==> src/rtl/bb8_sequencer.sv <==
// bb8_sequencer: instruction sequencer for the ByteBlast8 core.
// Owns the single RAM port and holds PC, instruction register, accumulator
// and carry. Instruction byte = {opcode[2:0], operand address}.
// RAM handshake: the address is presented combinationally from state and
// the RAM returns the word on ram_data_in one clock later; a write happens
// on the rising edge while ram_w_enable is high.
module bb8_sequencer #(
    parameter int ADDRESS_BITS = 5,
    parameter int DATA_BITS    = 8
) (
    input  logic                    clk,
    input  logic                    reset,
    input  logic                    enable,
    output logic [ADDRESS_BITS-1:0] ram_address,
    input  logic [DATA_BITS-1:0]    ram_data_in,
    output logic                    ram_w_enable,
    output logic [DATA_BITS-1:0]    ram_data_out,
    output logic [ADDRESS_BITS-1:0] pc_out,
    output logic [DATA_BITS-1:0]    acc_out,
    output logic                    carry,
    output logic                    halted,
    output logic [2:0]              state
);

    typedef enum logic [2:0] {
        S_FETCH  = 3'd0,
        S_LATCH  = 3'd1,
        S_DECODE = 3'd2,
        S_EXEC   = 3'd3,
        S_HALT   = 3'd4
    } state_t;

    localparam logic [2:0] OP_LD  = 3'b001;
    localparam logic [2:0] OP_ADD = 3'b010;
    localparam logic [2:0] OP_STR = 3'b100;
    localparam logic [2:0] OP_HLT = 3'b111;

    localparam logic [ADDRESS_BITS-1:0] PC_ONE = ADDRESS_BITS'(1);

    state_t                  r_state;
    logic [ADDRESS_BITS-1:0] r_pc;
    logic [DATA_BITS-1:0]    r_ir;
    logic [DATA_BITS-1:0]    r_acc;
    logic                    r_carry;

    logic [2:0]              w_opcode;
    logic [ADDRESS_BITS-1:0] w_operand;
    logic [DATA_BITS:0]      w_sum;

    assign w_opcode  = r_ir[DATA_BITS-1:DATA_BITS-3];
    assign w_operand = r_ir[ADDRESS_BITS-1:0];
    assign w_sum     = {1'b0, r_acc} + {1'b0, ram_data_in};

    // Sequencer FSM plus PC/IR/ACC/carry; reset wins over enable, enable=0 freezes all.
    always_ff @(posedge clk) begin
        if (!reset) begin
            r_state <= S_FETCH;
            r_pc    <= '0;
            r_ir    <= '0;
            r_acc   <= '0;
            r_carry <= 1'b0;
        end else if (enable) begin
            case (r_state)
                S_FETCH: begin
                    r_state <= S_LATCH;
                end
                S_LATCH: begin
                    r_ir    <= ram_data_in;
                    r_pc    <= r_pc + PC_ONE;
                    r_state <= S_DECODE;
                end
                S_DECODE: begin
                    case (w_opcode)
                        OP_HLT:         r_state <= S_HALT;
                        OP_LD, OP_ADD:  r_state <= S_EXEC;
                        default:        r_state <= S_FETCH;
                    endcase
                end
                S_EXEC: begin
                    if (w_opcode == OP_LD) begin
                        r_acc   <= ram_data_in;
                        r_carry <= 1'b0;
                    end else if (w_opcode == OP_ADD) begin
                        {r_carry, r_acc} <= w_sum;
                    end
                    r_state <= S_FETCH;
                end
                S_HALT: begin
                    r_state <= S_HALT;
                end
                default: begin
                    r_state <= S_FETCH;
                end
            endcase
        end
    end

    // RAM port steering: operand address while decoding/executing, PC otherwise.
    // The store strobe is suppressed when frozen or when reset is being applied.
    always_comb begin
        ram_address  = r_pc;
        ram_w_enable = 1'b0;
        if (r_state == S_DECODE || r_state == S_EXEC) begin
            ram_address = w_operand;
        end
        if (r_state == S_DECODE && w_opcode == OP_STR && enable && reset) begin
            ram_w_enable = 1'b1;
        end
    end

    assign ram_data_out = r_acc;
    assign pc_out       = r_pc;
    assign acc_out      = r_acc;
    assign carry        = r_carry;
    assign halted       = (r_state == S_HALT);
    assign state        = r_state;

endmodule

==> config.mk <==
export PLATFORM = sky130hd
export DESIGN_NAME = bb8_sequencer
export DESIGN_NICKNAME = d
export VERILOG_FILES = /design/src/rtl/bb8_sequencer.sv
export SDC_FILE = /design/constraint.sdc
export NUM_CORES = 1
export LEC_CHECK = 0
export CORE_MARGIN = 1.5
export CORE_UTILIZATION = 48
export DETAILED_ROUTE_END_ITERATION = 7
export PLACE_DENSITY = 0.81
export SYNTH_ARGS = -nofsm -noshare
export SYNTH_HDL_FRONTEND = slang
export SYNTH_SLANG_ARGS = --single-unit
==> constraint.sdc <==
create_clock -name clk -period 2.45 [get_ports clk]
set_clock_uncertainty 0.05 [all_clocks]
set_input_delay 0.49 -clock clk [delete_from_list [all_inputs] [get_ports clk]]
set_output_delay 0.49 -clock clk [all_outputs]
set_load 0.02 [all_outputs]
==> results.txt <==
F_max = 421 MHz
Critical Path Stages = 3
Ant diodes = 0
Final min period = 2.38 ns
Peak supply drop = 0.174 mV
Die width = 60.0 um
Post-layout util = 67.0%
Pin count of the biggest net entering global routing = 29
Syn nets = 202
Combinational power share = 16.5%
Drt pass-1 iters = 4
I/O pins = 43
Power Dens Cells = 363 nW/um^2
Slew headroom = 72.2%
# fillers = 267
Top delay family on crit path = buffers and inverters
Final Hold Vio Count = 0
FF-to-FF path depth = 8
Share of layout cells above drive strength 1 = 11.7%
Number of synthesized flops with an enable pin = 0
Worst hold start = r_ir[2]
CP Max Fanout = 6
Critical path buffer and inverter count = 1
Synth cell types = 42
Worst slack, placed = -0.274 ns
Yosys top cell area share = 32.1%
WL/cell = 13.0 um
Final Max Tran Viols = 0
Reg2Reg Capture Point = carry
Clock latency on the worst-skew pair = 0.32 ns
Critical path class = reg2out
Commonest non-fill, non-tap cell in the layout = clkdlybuf4s50_1
Most frequent cells in the layout = 40 x clkdlybuf4s50_1, 27 x nand2_1, 24 x dfxtp_1
Async S/R FF share, synth = 0%
Reg2Reg Setup Slack = 0.48 ns
Synth Instances = 181
CORE AREA = 3080 sq um
Largest area contributor in the netlist = dfxtp_1
Die ar. = 3600 sq um
Critical path capture point type = output pin
Setup WS post-layout = 0.0749 ns
Max cap viols = 0
CTS Buf Count = 3
Worst Setup Start Kind = flip-flop
DRC = 0
Number of nets in the layout = 245
Yosys warnings = 0
Initial antenna violation count = 0
Flop pwr share = 57.2%
First-pass GRT wire length = 5590 um
Mapped cell area = 1560 sq um
Initial DRC Count = 45
Root Driver = clkbuf_4
Buffers added on ports = 42
Synth Area per Inst = 8.63 sq um
Critical Path Sink = ram_address[3]
Clock buffer depth = 2
Synth top area cells = dfxtp_1 32%, ha_1 7.2%, nand2_1 6.5%
Initial core utilization = 50.7%
GP Congestion = 0.899
RSZ-0062 raised after global routing = no
Final period utilization = 96.9%
Crit path from = state[2]
Final setup vio count = 0
Pleak = 0.804 nW
Synth Register Bits = 25
CP max stage delay = 0.53 ns
DP HPWL = 2620 um
Top FF cell, synth = dfxtp_1
Vias per inst = 5.26
Sequential element share of the synthesized area = 32.1%
CP required = 1.91 ns
Crit-path cells = nand2b_4, mux2_2, clkdlybuf4s50_1
Vias in the first global route = 1320
Htree depth = 1
Slowest cell on crit path = clkdlybuf4s50_1
CTS tree = yes
Worst Tran Pin Value = 0.414 ns
Area grow syn2layout = 32.1%
Die height = 60.0 um
Vias = 1404
Grt ovf = 0
Hold crit path type = reg2reg
Reg2reg start = acc_out[0]
Sw Ratio = 27.2%
Status = finished, final reports clean
Num rows = 20
Pint = 0.545 mW
Data arrival time of the critical path = 1.84 ns
Drt total wl = 3460 um
Clock power share = 26.3%
Clk slew on worst S/H paths = 0.16 ns
Clock Sinks = 25
Overall routing resource usage = 20.0%
Routed Antenna Nets = 0
NetSw = 0.204 mW
[timing repair]
action	CTS	global route
resized for setup	4	4
cloned	0	0
buffers inserted	0	0
setup endpoints to repair	6	6
hold buffers	0	0
[power groups by stage]
stage,Combinational (mW),Clock (mW),Sequential (mW)
2_1_floorplan,0.0663,0,0.437
3_3_place_gp,0.119,0,0.436
3_5_place_dp,0.123,0,0.437
4_1_cts,0.123,0.207,0.428
5_1_grt,0.135,0.215,0.430
6_report,0.123,0.197,0.428
[layer usage]
metal	GRT usage [%]	vias to the layer above	share of wire [%]
li1	-	723	-
met1	24.3	648	46
met2	36.5	29	51
met3	2.16	4	2.3
met4	6.35	0	0.78
met5	0	-	0
[cell type report]
type	count	area [sq um]	area share [%]
clock inverter	1	8.76	0.425
inverter	6	22.5	1.09
sequential	25	502	24.3
tap	44	55.1	2.67
multi-input combinational	134	943	45.8
timing repair buffer	54	508	24.6
clock buffer	3	22.5	1.09
[sequential cells by signal (all words and copies together) (netlist names)]
name     flops
acc_out      8
r_ir         8
pc_out       5
state        3
carry        1
[stage by stage]
stage	TNS, ns	instances	power (mW)	hold slack [ns]	instance area [sq um]
floorplan	0	181	0.503	0.391	1560
global placement	-0.276	263	0.555	0.403	2020
detailed placement	-0.323	263	0.559	0.408	2020
CTS	0	267	0.758	0.429	2060
global route	0	267	0.781	0.452	2060
finish	0	267	0.749	0.425	2060
[logic make-up (layout without fill, tap and decap cells)]
family,Yosys count,count (layout),share of synthesized area (%)
flip-flops,25,25,32.1
XOR/XNOR,8,8,4.49
AO/OA/AOI/OAI,49,49,21.6
multiplexers,7,7,4.89
adder cells (fa/ha/maj),10,10,8.49
AND/OR/NAND/NOR,60,60,20.4
buffers and inverters,22,64,8.01
[worst min-delay path, stage by stage (launching register included)]
cell and delay [ns]:
dfxtp_1 0.34, nand2_1 0.05, a21boi_0 0.06
[worst min path at each step]
| stage | cells past startpoint | endpoint |
|---|---|---|
| 3_5_place_dp | 2 | r_ir[1] |
| 3_3_place_gp | 2 | r_ir[0] |
| 5_1_grt | 2 | r_ir[3] |
| 4_1_cts | 2 | r_ir[1] |
| 2_1_floorplan | 2 | r_ir[0] |
| 6_report | 2 | r_ir[2] |
[synthesized netlist by cell type (all sizes together), types with 4 or more instances]
library cell / count
a211oi: 4
buf: 13
nand2: 27
xnor2: 6
inv: 6
o21ai: 10
ha: 9
dfxtp: 25
a21boi: 9
a21oi: 7
mux2: 5
and2: 6
nor2b: 5
No activity file was read; power rests on OpenSTA's default activity.
